<file path="src/rtl/irq_controller.sv">
// Edge-triggered, lowest-index-first interrupt controller with a registered vector held through intack.
// Optional mask register is compiled in when IRQ_MASK_EN is defined.
module irq_controller #(
  parameter int NUM_IRQ = 8,
  parameter int VEC_W   = 16
) (
  input  logic               clk,
  input  logic               rst,
  input  logic [NUM_IRQ-1:0] irq_in,
  input  logic               intack,
  input  logic               mask_wr,
  input  logic [7:0]         mask_wdata,
  output logic               int_out,
  output logic [VEC_W-1:0]   vector,
  output logic [7:0]         pending,
  output logic [7:0]         lost
);

  typedef enum logic {S_IDLE, S_ACK} state_t;

  state_t             state, state_n;
  logic [NUM_IRQ-1:0] irq_prev;
  logic [7:0]         pend_r, lost_r, mask, ev, eligible, clr, pend_n, lost_n;
  logic [2:0]         vec_r, vec_n, top_idx;
  logic               int_r, int_n;

  always_comb begin
    ev = '0;
    for (int i = 0; i < NUM_IRQ; i++) ev[i] = irq_in[i] & ~irq_prev[i];
  end

`ifdef IRQ_MASK_EN
  always_ff @(posedge clk or posedge rst) begin
    if (rst)          mask <= 8'h00;
    else if (mask_wr) mask <= mask_wdata;
  end
`else
  logic unused_mask;
  assign mask        = 8'h00;
  assign unused_mask = ^{mask_wr, mask_wdata};
`endif

  assign eligible = pend_r & ~mask;

  // Scan downwards so the lowest set index is the last assignment.
  always_comb begin
    top_idx = '0;
    for (int i = 7; i >= 0; i--) if (eligible[i]) top_idx = 3'(i);
  end

  always_comb begin
    state_n = state;
    int_n   = int_r;
    vec_n   = vec_r;
    clr     = '0;
    case (state)
      S_IDLE: begin
        if (intack) begin
          state_n = S_ACK;
          int_n   = 1'b0;
          if (|eligible) clr[vec_r] = 1'b1;
        end else begin
          int_n = |eligible;
          if (|eligible) vec_n = top_idx;
        end
      end
      S_ACK: begin
        int_n = 1'b0;
        if (!intack) state_n = S_IDLE;
      end
      default: state_n = S_IDLE;
    endcase
  end

  // A new edge outranks the acknowledge clear of the same bit.
  assign pend_n = (pend_r & ~clr) | ev;
  assign lost_n = lost_r | (ev & pend_r);

  always_ff @(posedge clk or posedge rst) begin
    if (rst) state <= S_IDLE;
    else     state <= state_n;
  end

  always_ff @(posedge clk or posedge rst) begin
    if (rst) begin
      irq_prev <= '0;
      pend_r   <= '0;
      lost_r   <= '0;
      vec_r    <= '0;
      int_r    <= 1'b0;
    end else begin
      irq_prev <= irq_in;
      pend_r   <= pend_n;
      lost_r   <= lost_n;
      vec_r    <= vec_n;
      int_r    <= int_n;
    end
  end

  assign int_out = int_r;
  assign vector  = VEC_W'(vec_r);
  assign pending = pend_r;
  assign lost    = lost_r;

endmodule

</file>
<file path="config.mk">
export PLATFORM = sky130hd
export DESIGN_NAME = irq_controller
export DESIGN_NICKNAME = d
export VERILOG_FILES = /design/src/rtl/irq_controller.sv
export SDC_FILE = /design/constraint.sdc
export NUM_CORES = 1
export LEC_CHECK = 0
export ABC_AREA = 0
export ABC_CLOCK_PERIOD_IN_PS = 1520
export BUFFER_PORTS_ARGS = -buffer_cell sky130_fd_sc_hd__buf_2
export CAP_MARGIN = 30
export CORE_UTILIZATION = 41
export CTS_CLUSTER_SIZE = 16
export DETAILED_ROUTE_END_ITERATION = 10
export PLACE_DENSITY = 0.74
export SYNTH_ARGS = -nofsm -noshare
export SYNTH_HDL_FRONTEND = slang
export SYNTH_SLANG_ARGS = --single-unit
</file>
<file path="constraint.sdc">
create_clock -name clk -period 1.52 [get_ports clk]
set_input_delay 0.228 -clock clk [delete_from_list [all_inputs] [get_ports clk]]
set_output_delay 0.228 -clock clk [all_outputs]
set_load 0.05 [all_outputs]
</file>
==> results of run 1 <==
==> cell families after synthesis <==
family / count (synthesis) / share of synthesized area
AO/OA/AOI/OAI: 28 / 0.1581
buffers and inverters: 29 / 0.1319
flip-flops: 29 / 0.6073
multiplexers: 1 / 0.01256
other: 1 / 0.003138
AND/OR/NAND/NOR: 17 / 0.08691
==> final cells by class <==
cell class                      count  area (µm²)  area share
Clock buffer                        8       48.80     0.03207
Inverter                           16       60.06     0.03947
Multi-Input combinational cell     59       374.1      0.2459
Sequential cell                    29       734.5      0.4827
Tap cell                           31       38.79     0.02549
Timing Repair Buffer               45       265.3      0.1743
==> routing by layer <==
layer | global-route usage | wire [µm]
met2 | 0.2721 | 1178
met1 | 0.2059 | 996
met5 | 0 | 0
met4 | 0.06272 | 35
met3 | 0.07674 | 151
==> critical path, cell delays in order (launching register included) <==
cell	delay [ps]
dfrtp_2	410
or4_4	560
o21ai_4	160
inv_2	60
mux2_4	290
==> registers in the layout (all words and copies together) (netlist names) <==
name / flops
lost: 8
int_out: 1
state: 1
pending: 8
irq_prev: 8
vec_r: 3
==> cells in the mapped netlist <==
| cell type | count |
|---|---|
| o21ai_2 | 1 |
| a31o_2 | 8 |
| o2bb2ai_1 | 1 |
| nor2b_1 | 1 |
| a21oi_1 | 3 |
| buf_4 | 13 |
| or3_1 | 2 |
| a22o_1 | 2 |
| dfrtp_1 | 29 |
| mux2_4 | 1 |
| nand2b_1 | 2 |
| nor2_1 | 3 |
| nor3_1 | 3 |
| o21ai_0 | 12 |
| or3b_2 | 1 |
| inv_1 | 15 |
| inv_2 | 1 |
| nand3b_1 | 1 |
| or4_4 | 2 |
| o41ai_1 | 1 |
| nand2_1 | 2 |
| conb_1 | 1 |
==> repair_timing <==
| item | in CTS | in global routing |
|---|---|---|
| endpoints found under the setup margin | 1 | 3 |
| pin swaps | 2 | 3 |
| buffers inserted | 2 | 1 |
| hold endpoints to repair | 29 | 0 |
| cloned | 0 | 0 |
| hold buffers | 1 | 0 |
| resized for setup | 0 | 1 |
==> path summary, 6_finish.rpt <==
| check | start | to |
|---|---|---|
| worst max register to register | pending[2] | vec_r[0] |
| worst min register to register | irq_prev[6] | pending[6] |
| max in group asynchronous | rst | pending[7] |
| min in group asynchronous | rst | pending[1] |
| worst max-delay path | pending[2] | vec_r[0] |
| worst min-delay path | irq_in[6] | irq_prev[6] |
==> metrics by stage <==
step | std cells | utilization | power, mW | instance area [µm²] | hold WS, ps
after CTS | 187 | 0.5463 | 1.722 | 1506 | 20.98
after global placement | 176 | 0.5195 | 1.266 | 1433 | 302.6
after detailed placement | 176 | 0.5195 | 1.277 | 1433 | 311.0
final | 188 | 0.5517 | 1.702 | 1521 | 37.85
after floorplan | 117 | - | 1.175 | 1259 | 259.4
after global routing | 188 | 0.5517 | 1.793 | 1521 | 17.31
==> power by group through the flow <==
stage               Combinational (mW)  Clock, mW  Sequential, mW
floorplan                        0.173          0            1.00
global placement                 0.393          0           0.873
detailed placement               0.401          0           0.876
CTS                              0.412      0.449           0.861
global route                     0.441      0.483           0.869
finish                           0.415      0.425           0.861
==> results.md, run 1 <==
* Outcome: finished with violations
* Power density over cell area at ~1100 mW/mm²
* Dpl ws at -61.08 ps
* Initial antenna violation count at 0
* Worst Path Arrival at ~1800 ps
* Sequential share of power at 0.506
* Layout Nets at about 180
* Initial core utilization at 0.4333
* Leak at 0.7080 nW
* Hold depth at 1
* Post-synthesis instance area at around 0.0012 mm²
* Cell variety after synth at 22
* Comb power frac at 0.244
* Yosys warning count at 0
* FF+latch count, synth at 29
* H-tree level count at 2
* Final min period at between 1500 and 2000 ps
* I/O Pins at 53
* Filler cell count at around 260
* Commonest non-fill, non-tap cell in the layout: buf_2
* CTS tree: yes
* Worst Path Max Fanout at 2
* Die height at around 56 µm
* Largest cells by area after synthesis: dfrtp_1, buf_4, a31o_2, o21ai_0, inv_1
* Global-route wire length before repair at around 4000 µm
* Cells after Synth at ~110
* Routed len/inst at roughly 13 µm
* Die width at 55.99 µm
* Clock group share of total power at 0.250
* Reg-to-reg setup timing slack at -60 ps
* Insertion delay to the later sink of the worst-skew pair at roughly 320 ps
* Average size of a mapped cell at about 11 µm²
* Count of final setup violators at 2
* Share of layout cells above drive strength 1 at 0.4522
* Antenna Nets Post-Route at 0
* Clock Skew at between 6 and 7 ps
* Fmax at approximately 630 MHz
* Area grow syn2layout at 27.33%
* CTS root buf: clkbuf_4
* Final period utilization at 1.041
* DP Wirelength at around 1700 µm
* Via-per-instance ratio at around 4.8
* Sequential share of the synthesized area at 0.6073
* Cell taking the most area after synthesis: dfrtp_1
* Switching Share at 0.3428
* Total internal power at between 1 and 1.5 mW
* Total gr overflow at 0
* Switching Power at 0.5834 mW
* RSZ-0062 raised after global routing: true
* Most frequent cells in the layout: buf_2, dfrtp_1, inv_1, buf_4, conb_1
* Pins Over Slew Limit at 0
* Min-delay worst type: in -> reg
* DIE AREA at between 0.003 and 0.004 mm²
* Setup ws final at -62.79 ps
* Total GRT Usage at 0.1713
* RePlAce Congestion at about 0.8
* Share of the synthesized area in the top cell type at 0.6073
* Largest net degree at the start of global routing at 30
* Num rows at 19
* Worst reg-to-reg path cell count at 4
* Clock buffer depth at 2
* Number of clock sinks at 29
* CP endpoint kind: flip-flop
* Fin. Hold Viols at 0
* Vias in the first global route at 862
* PortBufs at 30
* CTS Buf Count at 5
* WS Path Type: reg -> reg
* Setup_tns at -62.87 ps
* Peak VDD IR at roughly 0.00082 V
* Failing checks: negative setup slack
* WP data required at 1730 ps
* Maxcap violations at 0
* 1st-pass router iterations at 2
* Core Region at between 0.002 and 0.003 mm²
* Iter 0 DRT Violations at 4
* DRC at 0
* ANT cells at 0
* Clock transition at path regs at 90 ps
* DRT Wirelength at between 2000 and 2500 µm
* Vias at between 800 and 900
* CP startpoint kind: flip-flop
Note: power is estimated with default switching activity, not from simulation.
==> run 2, diff against run 1 <==
Settings changed: CORE_ASPECT_RATIO from default to 1.1, MAX_ROUTING_LAYER from default to met4.
==> run 2 against run 1 <==
Compared with the run above:
- critical path type unchanged
- largest power group unchanged
- via count increased by 3.1%
- hold slack worse by 14 ps
- largest cell class unchanged
- count of clock-buffer cells in the layout decreased by 2
- sequential power barely moved
- the run still ends with negative setup slack left
- total power is essentially flat
- register-to-register slack worse by 30 ps
- non-clock buffer count fell by 2
- clock skew fell by 0.97 ps
- sequential cell count unchanged
==> results.md, run 2 (synthesized netlist as in run 1, its figures left out) <==
* Worst Path Arrival at 1830 ps (+40 ps)
* Count of final setup violators at 3 (+1)
* Sequential share of power at 0.504 (-0.002)
* Hold slack at 23.48 ps (-14.37 ps)
* Final min period at 1615 ps (+31.74 ps)
* Clock buffer depth at 2 (unchanged)
* DRT Wirelength at 2310 µm (-2.2%)
* Largest net degree at the start of global routing at 30 (unchanged)
* DP Wirelength at 1689 µm (-3.3%)
* CTS root buf: clkbuf_4
* Area grow syn2layout at 25.86%
* Share of layout cells above drive strength 1 at 0.4516 (-0.0006164)
* Final core occ at 0.5414 (-0.01028)
* Antenna Nets Post-Route at 0 (unchanged)
* Dpl cells at 178 (+1.1%)
* Peak VDD IR at 0.0007629 V (-6.9%)
* Total gr overflow at 0 (unchanged)
* Post-CTS sizing at 0 (unchanged)
* RePlAce Congestion at 0.7946 (-0.54%)
* Die height at 58.62 µm (+4.7%)
* Setup ws final at -94.53 ps (-31.74 ps)
* CTS tree: yes
* Iter 0 DRT Violations at 15 (+11)
* Num rows at 20 (+1)
* CP startpoint kind: flip-flop
* Initial core utilization at 0.4302 (-0.003123)
* Die width at 53.47 µm (-4.5%)
* CP endpoint kind: flip-flop
* Switching Power at 0.5978 mW (+2.5%)
* Clock group share of total power at 0.258 (+0.008)
* Via-per-instance ratio at 4.904 (+3.1%)
* Switching Share at 0.3515 (+0.008659)
* Routed len/inst at 12.29 µm (-2.2%)
* CTS Buf Count at 5 (unchanged)
* Number of clock sinks at 29 (unchanged)
* Leak at 0.6993 nW (-1.2%)
* Core Region at 0.002778 mm² (+0.73%)
* I/O Pins at 53 (unchanged)
* Total GRT Usage at 0.1845 (+0.01322)
* Hold_sp: irq_in[1]
* Fin. Hold Viols at 0 (unchanged)
* RSZ-0062 raised after global routing: true
* Total internal power at 1.103 mW (-1.4%)
* Clock transition at path regs at 90 ps (about the same)
* Power density over cell area at 1131 mW/mm² (+1.1%)
* Commonest non-fill, non-tap cell in the layout: buf_2
* Most frequent cells in the layout: buf_2, dfrtp_1, inv_1, conb_1
* DIE AREA at 0.003134 mm² (about the same)
* Non-Filler Instances at 188 (unchanged)
* Fmax at 619.4 MHz (-2.0%)
* Min-delay worst type: in -> reg
* Layout Nets at 174 (-1.1%)
* Failing checks: negative setup slack
* Finished Cell Area at 0.001504 mm² (-1.2%)
* WS Path Type: reg -> reg
* Final period utilization at 1.062 (+0.02088)
* Vias at 922 (+3.1%)
* CP Launch Point: pending[2]
* WP data required at 1740 ps (about the same)
* Post-place instance area at 0.001435 mm² (+0.18%)
* Comb power frac at 0.238 (-0.006)
* 1st-pass router iterations at 4 (+2)
* Vias in the first global route at 876 (+1.6%)
* ANT cells at 0 (unchanged)
* Global-route wire length before repair at 3836 µm (-4.0%)
* Outcome: finished with violations
* Worst Path Max Fanout at 2 (unchanged)
* DRC at 0 (unchanged)
* Insertion delay to the later sink of the worst-skew pair at 330 ps (about the same)
* Pins Over Slew Limit at 0 (unchanged)
* R2R Path Start: pending[2]
* H-tree level count at 2 (unchanged)
* PortBufs at 30 (unchanged)
* Clock Skew at 5.369 ps (-0.9681 ps)
* Initial antenna violation count at 0 (unchanged)
* Maxcap violations at 0 (unchanged)
## run 2: cell count changes in the layout (fill, tap and decap cells not counted)
cell | before | now
buf_4 | 14 | 12
clkbuf_1 | 3 | 1
clkinv_2 | 0 | 2
o41ai_1 | 0 | 1
o41ai_2 | 1 | 0
## run 2: final timing paths
path,end,slack [ps],cells after the start
max in group asynchronous,pending[5],730,4
min in group asynchronous,irq_prev[2],490,4
worst min register to register,pending[3],450,1
worst max-delay path,vec_r[0],-90,4
worst min-delay path,irq_prev[1],20,1
worst max register to register,vec_r[0],-90,4
## run 2: critical path: stages, from the launching register on
cell	delay [ps]
dfrtp_2	410
or4_4	560
o21ai_4	180
inv_2	60
mux2_4	290
## run 2: cell type report
type,instances,area [µm²]
clock buffers,6,41.29
clock inverters,2,10.01
fillers,269,1274
inverters,16,60.06
multi-input cells,59,366.6
flip-flops and latches,29,734.5
well taps,33,41.29
repair buffers,43,250.2
## run 2: per-layer routing
layer  GRT usage  vias up  wire [µm]
li1            -      426          -
met1      0.2184      443        905
met2      0.2643       47       1154
met3     0.08786        6        214
met4     0.08271        0         36
met5           -        -          0
## run 2: metrics by stage
step / power, mW / setup WS [ps] / TNS (ps)
2_1_floorplan: 1.175 / -211.3 / -216.0
3_3_place_gp: 1.264 / -45.93 / -45.93
3_5_place_dp: 1.274 / -73.86 / -73.86
4_1_cts: 1.715 / -82.19 / -112.2
5_1_grt: 1.789 / -126.9 / -258.8
6_report: 1.701 / -94.53 / -145.6
## run 2: repair_timing
| item | 4_1_cts | 5_1_grt |
|---|---|---|
| setup endpoints to repair | 2 | 3 |
| pin swaps | 2 | 1 |
| hold buffers | 1 | 0 |
| hold endpoints to repair | 29 | 0 |
| setup buffers | 1 | 0 |
## run 2: power groups by stage
| stage | sequential (mW) | combinational [mW] | clock, mW |
|---|---|---|---|
| 3_3_place_gp | 0.870 | 0.395 | 0 |
| 5_1_grt | 0.866 | 0.435 | 0.487 |
| 2_1_floorplan | 1.00 | 0.173 | 0 |
| 4_1_cts | 0.858 | 0.406 | 0.451 |
| 6_report | 0.858 | 0.405 | 0.439 |
| 3_5_place_dp | 0.873 | 0.401 | 0 |
==> run 3, diff against run 2 <==
Settings changed: CORE_ASPECT_RATIO 1.1 to default.
==> run 3 against run 2 <==
Compared with the run above:
- the run still ends with negative setup slack left
- register-to-register slack better by 30 ps
- total power fell by 0.12%
- clock power is 4% lower
- first-iteration DRC count is 53% lower
- final area grew 1.2%
- die area hardly changed
- critical path type unchanged
- critical endpoint unchanged
- largest power group unchanged
- highest routed layer unchanged
==> results.md, run 3 (synthesized netlist as in run 1, its figures left out) <==
* PortBufs at 30 (unchanged)
* Clock group share of total power at 0.249 (-0.009)
* Peak VDD IR at 0.0008169 V (+7.1%)
* Sequential share of power at 0.507 (+0.003)
* Final core occ at 0.5517 (+0.01028)
* DRC at 0 (unchanged)
* Num rows at 19 (-5.0%)
* Non-Filler Instances at 188 (unchanged)
* Global-route wire length before repair at 3981 µm (+3.8%)
* Die width at 55.99 µm (+4.7%)
* Initial core utilization at 0.4333 (+0.003123)
* Comb power frac at 0.244 (+0.006)
* CP endpoint kind: flip-flop
* Layout Nets at 176 (+1.1%)
* Largest net degree at the start of global routing at 30 (unchanged)
* DP Wirelength at 1747 µm (+3.4%)
* Switching Share at 0.3418 (-0.009702)
* DIE AREA at 0.003134 mm² (about the same)
* Failing checks: negative setup slack
* Core Region at 0.002758 mm² (-0.72%)
* Antenna Nets Post-Route at 0 (unchanged)
* 1st-pass router iterations at 2 (-2)
* WS Path Type: reg -> reg
* Final period utilization at 1.040 (-0.02209)
* Total Power at 1.699 mW (-0.12%)
* Count of final setup violators at 1 (-2)
* CTS tree: yes
* Clock buffer depth at 2 (unchanged)
* WP data required at 1730 ps (about the same)
* Hold slack at 37.81 ps (+14.33 ps)
* Min-delay worst type: in -> reg
* Die height at 55.99 µm (-4.5%)
* Total GRT Usage at 0.1757 (-0.008802)
* RSZ-0062 raised after global routing: true
* Area grow syn2layout at 27.33%
* Most frequent cells in the layout: buf_2, dfrtp_1, inv_1, buf_4, conb_1
* Number of clock sinks at 29 (unchanged)
* Total gr overflow at 0 (unchanged)
* Worst Path Arrival at 1790 ps (-40 ps)
* Vias in the first global route at 865 (-1.3%)
* Post-place instance area at 0.001433 mm² (-0.17%)
* Total internal power at 1.118 mW (+1.4%)
* Maxcap violations at 0 (unchanged)
* Final min period at 1581 ps (-33.58 ps)
* Iter 0 DRT Violations at 7 (-8)
* Vias at 890 (-3.5%)
* Pins Over Slew Limit at 0 (unchanged)
* Dpl cells at 176 (-1.1%)
* Outcome: finished with violations
* Switching Power at 0.5806 mW (-2.9%)
* ANT cells at 0 (unchanged)
* Fin. Hold Viols at 0 (unchanged)
* Setup_tns at -60.95 ps (+84.64 ps)
* Clock Skew at 4.314 ps (-1.055 ps)
* Commonest non-fill, non-tap cell in the layout: buf_2
* CP startpoint kind: flip-flop
* Power density over cell area at 1117 mW/mm² (-1.3%)
* Routed len/inst at 12.51 µm (+1.8%)
* Fmax at 632.5 MHz (+2.1%)
* H-tree level count at 2 (unchanged)
* Dpl ws at -61.08 ps (+12.78 ps)
* RePlAce Congestion at 0.8103 (+2.0%)
* Clock transition at path regs at 80 ps (about the same)
* Setup ws final at -60.95 ps (+33.58 ps)
* CTS Buf Count at 5 (unchanged)
* Initial antenna violation count at 0 (unchanged)
* Share of layout cells above drive strength 1 at 0.4522 (+0.0006164)
* Leak at 0.7080 nW (+1.2%)
* Worst Path Max Fanout at 2 (unchanged)
* Finished Cell Area at 0.001521 mm² (+1.2%)
* I/O Pins at 53 (unchanged)
* CTS root buf: clkbuf_4
* DRT Wirelength at 2351 µm (+1.8%)
* Insertion delay to the later sink of the worst-skew pair at 320 ps (about the same)
* Via-per-instance ratio at 4.734 (-3.5%)
-- run 3: cell types whose count changed in the layout (fill, tap and decap cells not counted), sizes merged --
cell,previous run,this run
clkinv,2,0
buf,42,44
clkbuf,6,8
-- run 3: power groups by stage --
stage	Sequential (mW)	Combinational [mW]	Clock (mW)
after floorplan	1.00	0.173	0
after global placement	0.873	0.393	0
after global routing	0.869	0.441	0.480
after CTS	0.861	0.412	0.449
after detailed placement	0.876	0.401	0
final	0.861	0.415	0.423
-- run 3: per-layer routing --
metal  up-vias  wire (µm)  track usage
met1       426        985       0.2028
met5         -          0            -
li1        429          -            -
met2        30       1179       0.2738
met4         0         35      0.06272
met3         5        151      0.07674
-- run 3: timing repair --
action,CTS,global route
buffers inserted,2,1
setup endpoints to repair,1,3
hold buffers,1,0
resized for setup,0,1
pin swaps,2,3
hold endpoints to repair,29,0
-- run 3: critical path: stages (launching register included) --
cell,delay (ps)
dfrtp_2,410
or4_4,560
o21ai_4,160
inv_2,60
mux2_4,290
-- run 3: final timing paths --
path	from	endpoint	slack (ps)	depth (start not counted)
worst max-delay path	pending[2]	vec_r[0]	-60	4
worst min-delay path	irq_in[6]	irq_prev[6]	40	1
worst max register to register	pending[2]	vec_r[0]	-60	4
worst min register to register	irq_prev[6]	pending[6]	450	1
max in group asynchronous	rst	pending[7]	720	4
min in group asynchronous	rst	pending[1]	510	4
-- run 3: area by class of cell --
class / instances / area [µm²]
fillers: 259 / 1236
flip-flops and latches: 29 / 734.5
multi-input cells: 59 / 374.1
repair buffers: 45 / 265.3
inverters: 16 / 60.06
clock buffers: 8 / 48.80
well taps: 31 / 38.79
